## config.mk

```make
export PLATFORM = sky130hd
export DESIGN_NAME = tone_generator
export DESIGN_NICKNAME = d
export VERILOG_FILES = /design/src/rtl/tone_generator.sv
export SDC_FILE = /design/constraint.sdc
export NUM_CORES = 1
export LEC_CHECK = 0
export CAP_MARGIN = 15
export CORE_ASPECT_RATIO = 0.7
export CORE_MARGIN = 2
export CORE_UTILIZATION = 49
export CTS_BUF_LIST = sky130_fd_sc_hd__clkbuf_4
export DETAILED_ROUTE_END_ITERATION = 10
export DONT_BUFFER_PORTS = 1
export PLACE_DENSITY_LB_ADDON = 0.12
export SETUP_SLACK_MARGIN = 0.5
export SYNTH_ARGS = -nofsm -noshare
export SYNTH_HDL_FRONTEND = slang
export SYNTH_SLANG_ARGS = --single-unit
export TNS_END_PERCENT = 5
```

## constraint.sdc

```tcl
create_clock -name clk -period 3.1 [get_ports clk]
set_clock_uncertainty 0.05 [all_clocks]
set_input_delay 0.465 -clock clk [delete_from_list [all_inputs] [get_ports clk]]
set_output_delay 0.465 -clock clk [all_outputs]
set_load 0.005 [all_outputs]
```

## src/rtl/tone_generator.sv

```systemverilog
// -----------------------------------------------------------------------------
// tone_generator
//   Playback stage behind the music memory. Takes a note word (octave:note),
//   looks up the half-period of the pitch and drives a 50% duty square wave on
//   the buzzer pin while the note is held valid.
//
//   Optional feature macro: TONE_VOLUME_EN
//     defined   -> adds the 3-bit 'vol' port and gates the high half of the
//                  tone with a free-running 1-in-8 PWM (vol=7 is full tone)
//     undefined -> no 'vol' port, speaker is the raw tone
// -----------------------------------------------------------------------------
`timescale 1ns/1ps

module tone_generator #(
  parameter int unsigned NOTE_W = 4,
  parameter int unsigned OCT_W  = 2,
  parameter int unsigned CLK_HZ = 100_000_000,
  parameter int unsigned CNT_W  = 18
) (
  input  logic                     clk,
  input  logic                     rst_n,
  input  logic [NOTE_W+OCT_W-1:0]  note_in,
  input  logic                     note_valid,
`ifdef TONE_VOLUME_EN
  input  logic [2:0]               vol,
`endif
  output logic                     speaker,
  output logic                     playing,
  output logic [NOTE_W+OCT_W-1:0]  cur_note
);

  localparam int unsigned WORD_W    = NOTE_W + OCT_W;
  localparam int unsigned ROM_DEPTH = 1 << NOTE_W;

  // Player states
  localparam logic [1:0] ST_IDLE = 2'd0;
  localparam logic [1:0] ST_LOAD = 2'd1;
  localparam logic [1:0] ST_TONE = 2'd2;
  localparam logic [1:0] ST_REST = 2'd3;

  // Fourth-octave equal-temperament pitch in milli-hertz; 0 marks a rest code.
  function automatic logic [63:0] pitch_mhz(input int unsigned code);
    logic [63:0] f;
    case (code)
      1:       f = 64'd261626;  // C4
      2:       f = 64'd277183;  // C#4
      3:       f = 64'd293665;  // D4
      4:       f = 64'd311127;  // D#4
      5:       f = 64'd329628;  // E4
      6:       f = 64'd349228;  // F4
      7:       f = 64'd369994;  // F#4
      8:       f = 64'd391995;  // G4
      9:       f = 64'd415305;  // G#4
      10:      f = 64'd440000;  // A4
      11:      f = 64'd466164;  // A#4
      12:      f = 64'd493883;  // B4
      default: f = 64'd0;
    endcase
    return f;
  endfunction

  // Rounded half-period in clock cycles: round(CLK_HZ / (2*f)), integer only.
  function automatic logic [CNT_W-1:0] half_calc(input int unsigned code);
    logic [63:0] f;
    logic [63:0] num;
    f = pitch_mhz(code);
    if (f == 64'd0) begin
      num = 64'd0;
    end else begin
      num = (64'(CLK_HZ) * 64'd1000 + f) / (64'd2 * f);
    end
    return num[CNT_W-1:0];
  endfunction

  // Codes 1..12 are pitched; 0 and 13..15 are rests.
  function automatic logic is_pitched(input logic [NOTE_W-1:0] code);
    return (code >= NOTE_W'(1)) && (code <= NOTE_W'(12));
  endfunction

  // Constant half-period table, one entry per note code (rests hold 0).
  logic [CNT_W-1:0] rom_half [ROM_DEPTH];

  genvar gi;
  generate
    for (gi = 0; gi < ROM_DEPTH; gi++) begin : g_rom
      assign rom_half[gi] = half_calc(gi);
    end
  endgenerate

  logic [1:0]        state_q,    state_d;
  logic [WORD_W-1:0] cur_note_q, cur_note_d;
  logic [CNT_W-1:0]  half_q,     half_d;
  logic [CNT_W-1:0]  cnt_q,      cnt_d;
  logic              tone_q,     tone_d;
  logic [CNT_W-1:0]  rom_word;

  // Octave lookup: each octave up halves the C4-row half-period.
  always_comb begin
    rom_word = rom_half[cur_note_q[NOTE_W-1:0]] >> cur_note_q[WORD_W-1:NOTE_W];
  end

  // Next-state logic: note acceptance, tone phase counting and output level.
  always_comb begin
    state_d    = state_q;
    cur_note_d = cur_note_q;
    half_d     = half_q;
    cnt_d      = cnt_q;
    tone_d     = tone_q;

    // The lookup result is only consumed on the LOAD -> TONE transition.
    if (state_q == ST_LOAD) begin
      half_d = rom_word;
    end

    if (state_q == ST_IDLE) begin
      tone_d = 1'b0;
      cnt_d  = '0;
      if (note_valid) begin
        cur_note_d = note_in;
        state_d    = is_pitched(note_in[NOTE_W-1:0]) ? ST_LOAD : ST_REST;
      end
    end else if (!note_valid) begin
      // Losing valid dominates any simultaneous note change.
      state_d = ST_IDLE;
      tone_d  = 1'b0;
      cnt_d   = '0;
    end else if (note_in != cur_note_q) begin
      // New note: restart from silence, no phase continuity.
      cur_note_d = note_in;
      state_d    = is_pitched(note_in[NOTE_W-1:0]) ? ST_LOAD : ST_REST;
      tone_d     = 1'b0;
      cnt_d      = '0;
    end else begin
      case (state_q)
        ST_LOAD: begin
          state_d = ST_TONE;
          tone_d  = 1'b1;
          cnt_d   = '0;
        end
        ST_TONE: begin
          // '>=' keeps the counter bounded even if half_q were ever stale.
          if (cnt_q >= half_q - CNT_W'(1)) begin
            cnt_d  = '0;
            tone_d = ~tone_q;
          end else begin
            cnt_d  = cnt_q + CNT_W'(1);
          end
        end
        default: begin
          tone_d = 1'b0;
          cnt_d  = '0;
        end
      endcase
    end
  end

  // State registers; reset forces the buzzer low immediately.
  always_ff @(posedge clk or negedge rst_n) begin
    if (!rst_n) begin
      state_q    <= ST_IDLE;
      cur_note_q <= '0;
      half_q     <= '0;
      cnt_q      <= '0;
      tone_q     <= 1'b0;
    end else begin
      state_q    <= state_d;
      cur_note_q <= cur_note_d;
      half_q     <= half_d;
      cnt_q      <= cnt_d;
      tone_q     <= tone_d;
    end
  end

  assign playing  = (state_q == ST_TONE);
  assign cur_note = cur_note_q;

`ifdef TONE_VOLUME_EN
  logic [2:0] pwm_q;

  // Free-running PWM phase used to thin out the high half of the tone.
  always_ff @(posedge clk or negedge rst_n) begin
    if (!rst_n) begin
      pwm_q <= 3'd0;
    end else begin
      pwm_q <= pwm_q + 3'd1;
    end
  end

  assign speaker = tone_q & (pwm_q <= vol);
`else
  assign speaker = tone_q;
`endif

endmodule

```

==> summary.txt <==
Detailed routing
  • Iter 0 DRT Violations: 120
  • Post-Route WL: 7.45 mm
  • Drt pass-1 iters: 4
  • Vias post-DR: 2,717
  • ANT nets after route: 0
  • Drt via density: 5.51
  • DR WL/cell: 15.1 um
  • Drc violations: 0

GRT
  • GRT Overall Usage: 0.201
  • Met1 Use GR: 0.308
  • Met2 Use GR: 0.303
  • Total congestion overflow: 0
  • Busiest grt layer: met1
  • Initial antenna violation count: 0
  • Met3 Use GR: 0.0372
  • Vias in the first global route: 2,661
  • Global-route wire length before repair: 12.7 mm
  • Largest net degree at the start of global routing: 46

Synthesis
  • Post-Syn Instances: 381
  • Yosys Warn Count: 0
  • Register area share after synthesis: 0.322
  • Number of synthesized flops with an enable pin: 0
  • Synth area leaders: dfrtp_1 (32%), ha_1 (12%), xor2_1 (5.0%), nor2_1 (4.7%), mux2_2 (4.5%)
  • Most used DFF post-synth: dfrtp_1
  • Cell variety after synth: 49
  • Cell Area, Synth: 0.00349 mm2
  • Average size of a mapped cell: 9.17 um2
  • Syn Nets: 424
  • Post-synth top area share: 0.322
  • Ys async rst share: 1.00
  • #FFs+latches synth: 45
  • Most area-hungry cell type in the Yosys netlist: dfrtp_1

Die
  • Site Rows: 25
  • Core ar.: 0.00682 mm2
  • Die W: 105 um
  • Initial core utilization: 0.512
  • Die Y-Extent: 74.6 um
  • IO Count: 17
  • Die area: 0.00783 mm2

Placed design
  • PortBufs: 0
  • DP Cell Count: 482
  • Placer's final routability congestion estimate: 0.845
  • Detail Placement HPWL: 5.50 mm
  • Cell Area, Placed: 0.00373 mm2

Clock tree
  • Clk sinks: 45
  • Skew-Pair Late Insertion Delay: 0.37 ns
  • Total CTS buffers: 5
  • Root buffer cell: clkbuf_4
  • Number of H-tree levels: 2
  • CTS tree: done
  • Clock Tree Buf Depth: 2
  • Clock-pin transition on the worst setup and hold timing paths: 0.14 ns

STA
  • Final worst-path cycle share: 0.983
  • Period minus WS final: 3.05 ns
  • Worst rel slew slack: 0.560
  • F_max: 328 MHz
  • RSZ-0062 raised after global routing: true
  • Worst hold margin: 0.152 ns
  • Final hold violation count: 0
  • Max Slew Vio Count: 0
  • Transition time of the tightest slew-check pin: 0.660 ns
  • Final Setup Violations: 0

Layout
  • Area Growth Syn to Fin: 11.4%
  • Antenna Cells: 0
  • Layout Utilization: 0.571
  • Nets: 441
  • Non-filler cells, final: 493
  • Commonest non-fill, non-tap cells in the layout: dfrtp_1 (45), nor2_1 (43), ha_1 (33)
  • Layout cells sized above 1: 0.163
  • Final Cell Area: 0.00389 mm2
  • Most common cell after layout, fill and taps aside: dfrtp_1

Job
  • Max-capacitance violation count: 0

Power and ir drop
  • Power, Total: 1.83 mW
  • Power Dens Cells: 470 mW/mm2
  • Leak: 1.71 nW
  • IR Drop Worst-Case VDD: 256 uV

Min path
  • Hold path cells: 1
  • HP Class: input pin to flop

Critical path
  • Worst-path fanout max: 18
  • Worst Path Required: 3.35 ns
  • Crit path capture type: flop
  • Worst Setup Start Kind: flop
  • Reg2Reg Depth: 14
  • Critical Path AT: 3.29 ns
  • CP Class: flop to flop

Run status
  • Status: finished, final reports clean
==> synthesized netlist by cell type, drive strengths merged (2+ instances only) <==
| library cell | n |
|---|---|
| nand3 | 14 |
| inv | 15 |
| nand3b | 3 |
| a211oi | 5 |
| buf | 11 |
| o21ai | 22 |
| a22o | 2 |
| a21o | 2 |
| xor2 | 20 |
| a21oi | 23 |
| nand4 | 3 |
| o21a | 5 |
| dfrtp | 45 |
| nor2b | 4 |
| nand2b | 4 |
| clkbuf | 7 |
| or4 | 3 |
| xnor2 | 18 |
| a31oi | 4 |
| and3 | 5 |
| mux2i | 11 |
| nor2 | 46 |
| mux2 | 14 |
| and4 | 2 |
| nor4 | 4 |
| ha | 34 |
| o211ai | 5 |
| nand2 | 29 |
| nor3 | 6 |
| mux4 | 4 |
==> cell families (layout without fill, tap and decap cells) <==
group | Yosys count | after routing | share of synthesized area
simple gates | 127 | 127 | 0.180
flops | 45 | 45 | 0.322
xor+xnor | 38 | 38 | 0.0953
mux | 29 | 29 | 0.106
buf+inv | 33 | 51 | 0.0426
fa+ha+maj | 34 | 34 | 0.122
compound gates | 75 | 75 | 0.132
==> cell type report <==
class                   count  area [um2]
well taps                  94         118
inverters                  15        56.3
clock buffers               6        45.0
repair buffers             28         245
flip-flops and latches     45        1130
fillers                   611        2930
multi-input cells         303        2290
clock inverters             2        15.0
==> routing by layer <==
layer / part of all wire / wire length [um]
met1: 0.53 / 3980
met2: 0.42 / 3110
met3: 0.043 / 318
met4: 0.0054 / 40
met5: 0 / 0
==> report_power, final <==
part | internal [mW] | switching (mW) | leakage (nW)
clock | 0.0977 | 0.203 | 0.0279
combinational | 0.368 | 0.415 | 1.10
sequential | 0.664 | 0.0812 | 0.582
==> worst max-delay path: stages (launching register included) <==
cell and delay, ns:
dfrtp_1 0.40, or4_4 0.59, nor4_4 0.14, buf_4 0.16
nand3b_1 0.09, xor2_1 0.17, ha_1 0.22, buf_4 0.14
nor2_1 0.16, nor2_2 0.05, a2111oi_2 0.29, buf_4 0.19
nand3_4 0.08, buf_12 0.16, nor2_1 0.11
==> per-stage QoR <==
| step | TNS [ns] | setup WS (ns) |
|---|---|---|
| after floorplan | 0 | 0.0144 |
| after global placement | -0.927 | -0.134 |
| after detailed placement | -0.554 | -0.126 |
| after CTS | -0.399 | -0.0431 |
| after global routing | -2.37 | -0.160 |
| final | 0 | 0.0525 |
==> sequential cells by signal (all words and copies together), names as in the netlist <==
signal and cells:
state_q 2, speaker 1, cur_note 6, cnt_q 18, half_q 18
==> final timing paths <==
kind | start | endpoint | slack [ns]
setup / recovery | half_q[8]$_DFFE_PN0P_ | cnt_q[13]$_DFF_PN0_ | 0.05
hold / removal | note_valid | cur_note[4]$_DFFE_PN0P_ | 0.15
setup reg to reg | half_q[8]$_DFFE_PN0P_ | cnt_q[13]$_DFF_PN0_ | 0.05
hold reg to reg | cnt_q[0]$_DFF_PN0_ | cnt_q[0]$_DFF_PN0_ | 0.49
max in group asynchronous | rst_n | cnt_q[17]$_DFF_PN0_ | 2.25
min in group asynchronous | rst_n | cnt_q[1]$_DFF_PN0_ | 0.54
==> what timing repair did <==
item | 4_1_cts | 5_1_grt
endpoints found under the hold margin | 45 | 0
endpoints found under the setup margin | 19 | 19
gates cloned | 0 | 0
gates resized for setup | 5 | 6
buffers inserted | 1 | 0
hold buffers | 2 | 0
pin swaps | 6 | 7
No activity file was read; power rests on OpenSTA's default activity.
